--- src/rtl/serial_sub_pkg.sv ---
// Shared types and helpers for the bit-serial subtractor.
package serial_sub_pkg;

  typedef enum logic [1:0] {
    IDLE  = 2'd0,
    SHIFT = 2'd1,
    DONE  = 2'd2
  } state_t;

  function automatic int cnt_width(input int w);
    return (w <= 2) ? 1 : $clog2(w);
  endfunction

endpackage

--- src/rtl/full_subtractor.sv ---
// Single-bit full subtractor: d = a - b - bin, bout = borrow out.
module full_subtractor (
  input  logic a,
  input  logic b,
  input  logic bin,
  output logic d,
  output logic bout
);

  assign d    = a ^ b ^ bin;
  assign bout = (~a & b) | (~(a ^ b) & bin);

endmodule

--- src/rtl/serial_subtractor.sv ---
// Bit-serial WIDTH-bit subtractor, LSB first, valid/ready in and out.
// Define SERIAL_SUB_OVF_EN to add the signed-overflow output.
module serial_subtractor
  import serial_sub_pkg::*;
#(
  parameter int WIDTH = 8
) (
  input  logic             clk,
  input  logic             rst,
  input  logic             start_valid,
  output logic             start_ready,
  input  logic [WIDTH-1:0] a,
  input  logic [WIDTH-1:0] b,
  output logic [WIDTH-1:0] diff,
  output logic             borrow,
  output logic             done_valid,
  input  logic             done_ready,
`ifdef SERIAL_SUB_OVF_EN
  output logic             ovf,
`endif
  output logic             busy
);

  localparam int CW = cnt_width(WIDTH);
  localparam logic [CW-1:0] LAST = CW'(WIDTH - 1);

  state_t           state_q, state_d;
  logic [WIDTH-1:0] a_sr_q, a_sr_d;
  logic [WIDTH-1:0] b_sr_q, b_sr_d;
  logic [WIDTH-1:0] diff_sr_q, diff_sr_d;
  logic             borrow_q, borrow_d;
  logic [CW-1:0]    cnt_q, cnt_d;
  logic             fs_d, fs_bout;

`ifdef SERIAL_SUB_OVF_EN
  logic a_msb_q, a_msb_d;
  logic b_msb_q, b_msb_d;
`endif

  full_subtractor u_fs (
    .a    (a_sr_q[0]),
    .b    (b_sr_q[0]),
    .bin  (borrow_q),
    .d    (fs_d),
    .bout (fs_bout)
  );

  always_comb begin
    state_d   = state_q;
    a_sr_d    = a_sr_q;
    b_sr_d    = b_sr_q;
    diff_sr_d = diff_sr_q;
    borrow_d  = borrow_q;
    cnt_d     = cnt_q;
`ifdef SERIAL_SUB_OVF_EN
    a_msb_d   = a_msb_q;
    b_msb_d   = b_msb_q;
`endif
    unique case (state_q)
      IDLE: begin
        if (start_valid) begin
          state_d   = SHIFT;
          a_sr_d    = a;
          b_sr_d    = b;
          diff_sr_d = '0;
          borrow_d  = 1'b0;
          cnt_d     = '0;
`ifdef SERIAL_SUB_OVF_EN
          a_msb_d   = a[WIDTH-1];
          b_msb_d   = b[WIDTH-1];
`endif
        end
      end
      SHIFT: begin
        borrow_d  = fs_bout;
        diff_sr_d = {fs_d, diff_sr_q[WIDTH-1:1]};
        a_sr_d    = a_sr_q >> 1;
        b_sr_d    = b_sr_q >> 1;
        // Counter holds on the final bit so it never wraps.
        if (cnt_q == LAST) state_d = DONE;
        else               cnt_d   = cnt_q + CW'(1);
      end
      DONE: begin
        if (done_ready) begin
          state_d   = IDLE;
          diff_sr_d = '0;
          borrow_d  = 1'b0;
          cnt_d     = '0;
        end
      end
      default: state_d = IDLE;
    endcase
  end

  always_ff @(posedge clk or posedge rst) begin
    if (rst) begin
      state_q   <= IDLE;
      a_sr_q    <= '0;
      b_sr_q    <= '0;
      diff_sr_q <= '0;
      borrow_q  <= 1'b0;
      cnt_q     <= '0;
`ifdef SERIAL_SUB_OVF_EN
      a_msb_q   <= 1'b0;
      b_msb_q   <= 1'b0;
`endif
    end else begin
      state_q   <= state_d;
      a_sr_q    <= a_sr_d;
      b_sr_q    <= b_sr_d;
      diff_sr_q <= diff_sr_d;
      borrow_q  <= borrow_d;
      cnt_q     <= cnt_d;
`ifdef SERIAL_SUB_OVF_EN
      a_msb_q   <= a_msb_d;
      b_msb_q   <= b_msb_d;
`endif
    end
  end

  assign start_ready = (state_q == IDLE);
  assign busy        = (state_q == SHIFT);
  assign done_valid  = (state_q == DONE);
  assign diff        = done_valid ? diff_sr_q : '0;
  assign borrow      = done_valid & borrow_q;

`ifdef SERIAL_SUB_OVF_EN
  assign ovf = done_valid & (a_msb_q != b_msb_q)
             & (diff_sr_q[WIDTH-1] != a_msb_q);
`endif

endmodule

--- config.mk ---
export PLATFORM = sky130hd
export DESIGN_NAME = serial_subtractor
export DESIGN_NICKNAME = d
export VERILOG_FILES = /design/src/rtl/serial_sub_pkg.sv /design/src/rtl/full_subtractor.sv /design/src/rtl/serial_subtractor.sv
export SDC_FILE = /design/constraint.sdc
export NUM_CORES = 1
export LEC_CHECK = 0
export ABC_AREA = 1
export CAP_MARGIN = 20
export CORE_MARGIN = 2
export CORE_UTILIZATION = 30
export CTS_CLUSTER_DIAMETER = 120
export DETAILED_ROUTE_END_ITERATION = 7
export DONT_BUFFER_PORTS = 1
export SLEW_MARGIN = 40
export SYNTH_ARGS = -nofsm -noshare
export SYNTH_HDL_FRONTEND = slang
export SYNTH_HIERARCHICAL = 1
export SYNTH_SLANG_ARGS = --single-unit
--- constraint.sdc ---
create_clock -name clk -period 2.05 [get_ports clk]
set_clock_uncertainty 0.1 [all_clocks]
set_input_delay 0.3075 -clock clk [delete_from_list [all_inputs] [get_ports clk]]
set_output_delay 0.3075 -clock clk [all_outputs]
set_load 0.01 [all_outputs]
==> summary.md <==
## Routing
- 107 — DR iter-0 viols
- 0 — Antenna Violating Nets Remaining
- 3.29 mm — post-detailed-routing wire length
- 4.42 — via/cell ratio
- 1,203 — via count
- 0 — remaining routing DRC violations
- 4 — first-pass iteration count of the detailed router
- 12.1 µm — average detailed-routed wire length per instance

## Job
- 0 — number of maximum-capacitance constraint violations

## Floorplan
- 74.7 µm — die outline height
- 25 — site row count
- 32 — number of primary I/O pins
- 0.00479 mm² — core area
- 74.7 µm — floorplan die width
- 31.3% — initial cell density of the core
- 0.00558 mm² — area enclosed by the die boundary

## Final layout
- 227 — number of nets in the layout
- 12.2% — post-synthesis to final-layout area growth
- 272 — Finished Layout Cells
- 9.27% — proportion of layout cells with a drive suffix above 1
- 0 — count of inserted antenna diode cells

## Clock network
- done — CTS tree
- 0 — Post CTS Setup Buffer Count
- 2 — maximum number of buffers from clock root to sink
- 2 — CTS H-Tree Depth
- 280 ps — clock network latency to the later pin of the worst-skew pair
- 5 — TritonCTS Buffers
- 60 ps — post-CTS clock slew at the launch and capture registers of the worst setup and hold paths
- 30 — total clock sinks
- sky130_fd_sc_hd__clkbuf_8 — Root Buffer Master

## Synthesis
- 198 — cell count after synthesis
- 6 — count of warnings emitted by yosys
- 221 — net count after synthesis
- 17 — library cells used by synthesis
- 7.57 µm² — syn_area_per_cell
- 50.1% — Seq/Total Area, Yosys
- 0.00150 mm² — post-synthesis instance area
- 30 — number of synthesized register bits

## Worst setup path
- 1640 ps — Data required, critical path
- flip-flop — crit path launch type
- nand2_2 > inv_2 — chain of cells forming the critical path
- 5 — length in cells of the worst reg-to-reg path
- flip-flop to output port — critical path class
- state_q[0]$_DFFE_PP0P_ — reg-to-reg critical path startpoint
- cnt_q[0]$_DFFE_PP0P_ — capture instance of the worst register-to-register path
- sky130_fd_sc_hd__dfrtp_1 — cell with the largest stage delay on the worst path
- 17 — crit path max fanout
- 550 ps — slowest stage delay, CP
- output port — type of element capturing the critical path
- 1390 ps — arrival time worst endpoint
- 420 ps — minimum setup slack among reg-to-reg paths

## Global route
- 1,203 — via count of the first global-routing pass
- 0 — antenna violations before repair
- 0 — total global routing overflow
- 13.1% — Tot GR Track Use
- 31 — largest net degree at the start of global routing
- 5.47 mm — first-pass GRT wire length

## Power and ir drop
- 0.870 nW — static leakage
- 0.416 mV — IR Drop Worst-Case VDD
- 1480 mW/mm² — total power divided by cell area

## Hold path
- state_q[1]$_DFFE_PP0P_ — hold-critical path endpoint
- input port to flip-flop — Hold WC Path Type
- 1 — Hold Crit Depth
- done_ready — launch instance of the worst min-delay path

## Timing
- false — RSZ-0062 raised after global routing
- 1800 ps — minimum clock period after layout
- 73.5% — max-slew headroom at the worst pin
- 0.555 GHz — Fmax achieved
- 87.9% — post-route clock period utilization
- 396 ps — Worst Max-Slew Pin Slew
- 0 — final hold violation count
- 0 — max-slew violation count
- 0 ps — Sum Neg Setup Slack
- 0 — Final setup violation count
- 248 ps — setup slack of the critical path after layout

## Place
- 263 — Placed Instances
- 0 — IO buf count
- 2.26 mm — final HPWL from detailed placement
- 0.773 — routability-driven placement congestion ratio
- 421 ps — Post-Place Worst Slack

## Status
- finished clean — outcome

## critical path, delay by kind of cell (launching register included)
kind                   cells  cell delay (ps)
buffers and inverters      1              330
DFF                        1              550
and+or+nand+nor            1              240
## cells in the mapped netlist
cell type | number | share of area (%)
sky130_fd_sc_hd__o21ai_2 | 1 | 0.58
sky130_fd_sc_hd__o21ai_0 | 15 | 5.0
sky130_fd_sc_hd__dfrtp_1 | 30 | 50
sky130_fd_sc_hd__o22ai_1 | 1 | 0.42
sky130_fd_sc_hd__ha_1 | 2 | 1.7
sky130_fd_sc_hd__buf_4 | 2 | 1.0
sky130_fd_sc_hd__o21ai_1 | 8 | 2.7
sky130_fd_sc_hd__a21oi_1 | 1 | 0.33
sky130_fd_sc_hd__inv_2 | 3 | 0.75
sky130_fd_sc_hd__inv_1 | 30 | 7.5
sky130_fd_sc_hd__nor2_1 | 25 | 6.3
sky130_fd_sc_hd__buf_2 | 5 | 1.7
sky130_fd_sc_hd__fa_1 | 1 | 1.3
sky130_fd_sc_hd__nand4_1 | 3 | 1.3
sky130_fd_sc_hd__nand2_2 | 3 | 1.3
sky130_fd_sc_hd__nand3_1 | 14 | 4.7
sky130_fd_sc_hd__nand2_1 | 54 | 14
## cell type report
class	count	area, µm²
fill	512	3100
sequential	30	751
multi-input combinational	128	584
inverter	33	124
clock buffer	7	86.3
tap	67	83.8
timing repair buffer	6	47.5
clock inverter	1	5.00
## flip-flops by register name, summed over array words and instances, names as in the netlist
signal,flops
cnt_q,3
borrow_q,1
a_sr_q,8
b_sr_q,8
diff_sr_q,8
state_q,2
## report_power, final
group          switching [mW]  internal (mW)  leakage [nW]  total [mW]
Combinational           0.624          0.354         0.449       0.978
Clock                   0.217          0.270        0.0482       0.488
Sequential              0.158          0.864         0.373        1.02
Total                    1.00           1.49         0.870        2.49
## how the worst max path moves through the flow
stage                           startpoint                   end  slack, ps  cells past startpoint
detailed placement  state_q[0]$_DFFE_PP0P_  cnt_q[0]$_DFFE_PP0P_        420                      5
global route        state_q[0]$_DFFE_PP0P_                  busy        140                      2
finish              state_q[0]$_DFFE_PP0P_                  busy        250                      2
CTS                 state_q[0]$_DFFE_PP0P_                  busy        250                      2
floorplan           state_q[1]$_DFFE_PP0P_                borrow        610                      4
global placement    state_q[0]$_DFFE_PP0P_  cnt_q[1]$_DFFE_PP0P_        470                      5
## metal layers
| layer | vias up | share of wire [%] | routed length (µm) | track usage (%) |
|---|---|---|---|---|
| li1 | 621 | - | - | - |
| met1 | 549 | 46 | 1510 | 16.5 |
| met2 | 26 | 44 | 1450 | 20.0 |
| met3 | 7 | 7.8 | 257 | 4.82 |
| met4 | 0 | 1.9 | 63 | 6.15 |
| met5 | - | 0 | 0 | 0 |
## logic make-up (layout without fill, tap and decap cells)
family          Yosys count  count (layout)  share of synthesized area (%)
simple gates             99              99                           27.0
buf+inv                  40              47                           10.9
flops                    30              30                           50.1
compound gates           26              26                           9.02
fa+ha+maj                 3               3                           3.00
## layout by cell type (no fill, tap or decap)
| cell | instances |
|---|---|
| sky130_fd_sc_hd__clkinv_2 | 1 |
| sky130_fd_sc_hd__nor2_1 | 25 |
| sky130_fd_sc_hd__o21ai_0 | 15 |
| sky130_fd_sc_hd__o21ai_2 | 1 |
| sky130_fd_sc_hd__nand2_2 | 3 |
| sky130_fd_sc_hd__nand4_1 | 3 |
| sky130_fd_sc_hd__clkbuf_1 | 1 |
| sky130_fd_sc_hd__ha_1 | 2 |
| sky130_fd_sc_hd__a21oi_1 | 1 |
| sky130_fd_sc_hd__nand3_1 | 14 |
| sky130_fd_sc_hd__clkbuf_8 | 6 |
| sky130_fd_sc_hd__o22ai_1 | 1 |
| sky130_fd_sc_hd__inv_1 | 30 |
| sky130_fd_sc_hd__dlygate4sd3_1 | 1 |
| sky130_fd_sc_hd__nand2_1 | 54 |
| sky130_fd_sc_hd__o21ai_1 | 8 |
| sky130_fd_sc_hd__inv_2 | 3 |
| sky130_fd_sc_hd__fa_1 | 1 |
| sky130_fd_sc_hd__buf_4 | 5 |
| sky130_fd_sc_hd__dfrtp_1 | 30 |
## stage by stage
step / utilization [%] / area (µm²) / total power, mW / hold slack (ps)
6_report: 35.1 / 1680 / 2.49 / 29.5
2_1_floorplan: - / 1500 / 1.80 / 298
3_3_place_gp: 33.0 / 1580 / 1.99 / 204
5_1_grt: 35.1 / 1680 / 2.76 / 17.7
4_1_cts: 35.1 / 1680 / 2.51 / 21.0
3_5_place_dp: 33.0 / 1580 / 2.01 / 203
## repair_timing
action / in CTS / in global routing
hold buffers: 1 / 0
endpoints found under the hold margin: 30 / 0
resized for setup: 0 / 0
(Power assumes the default switching activity.)
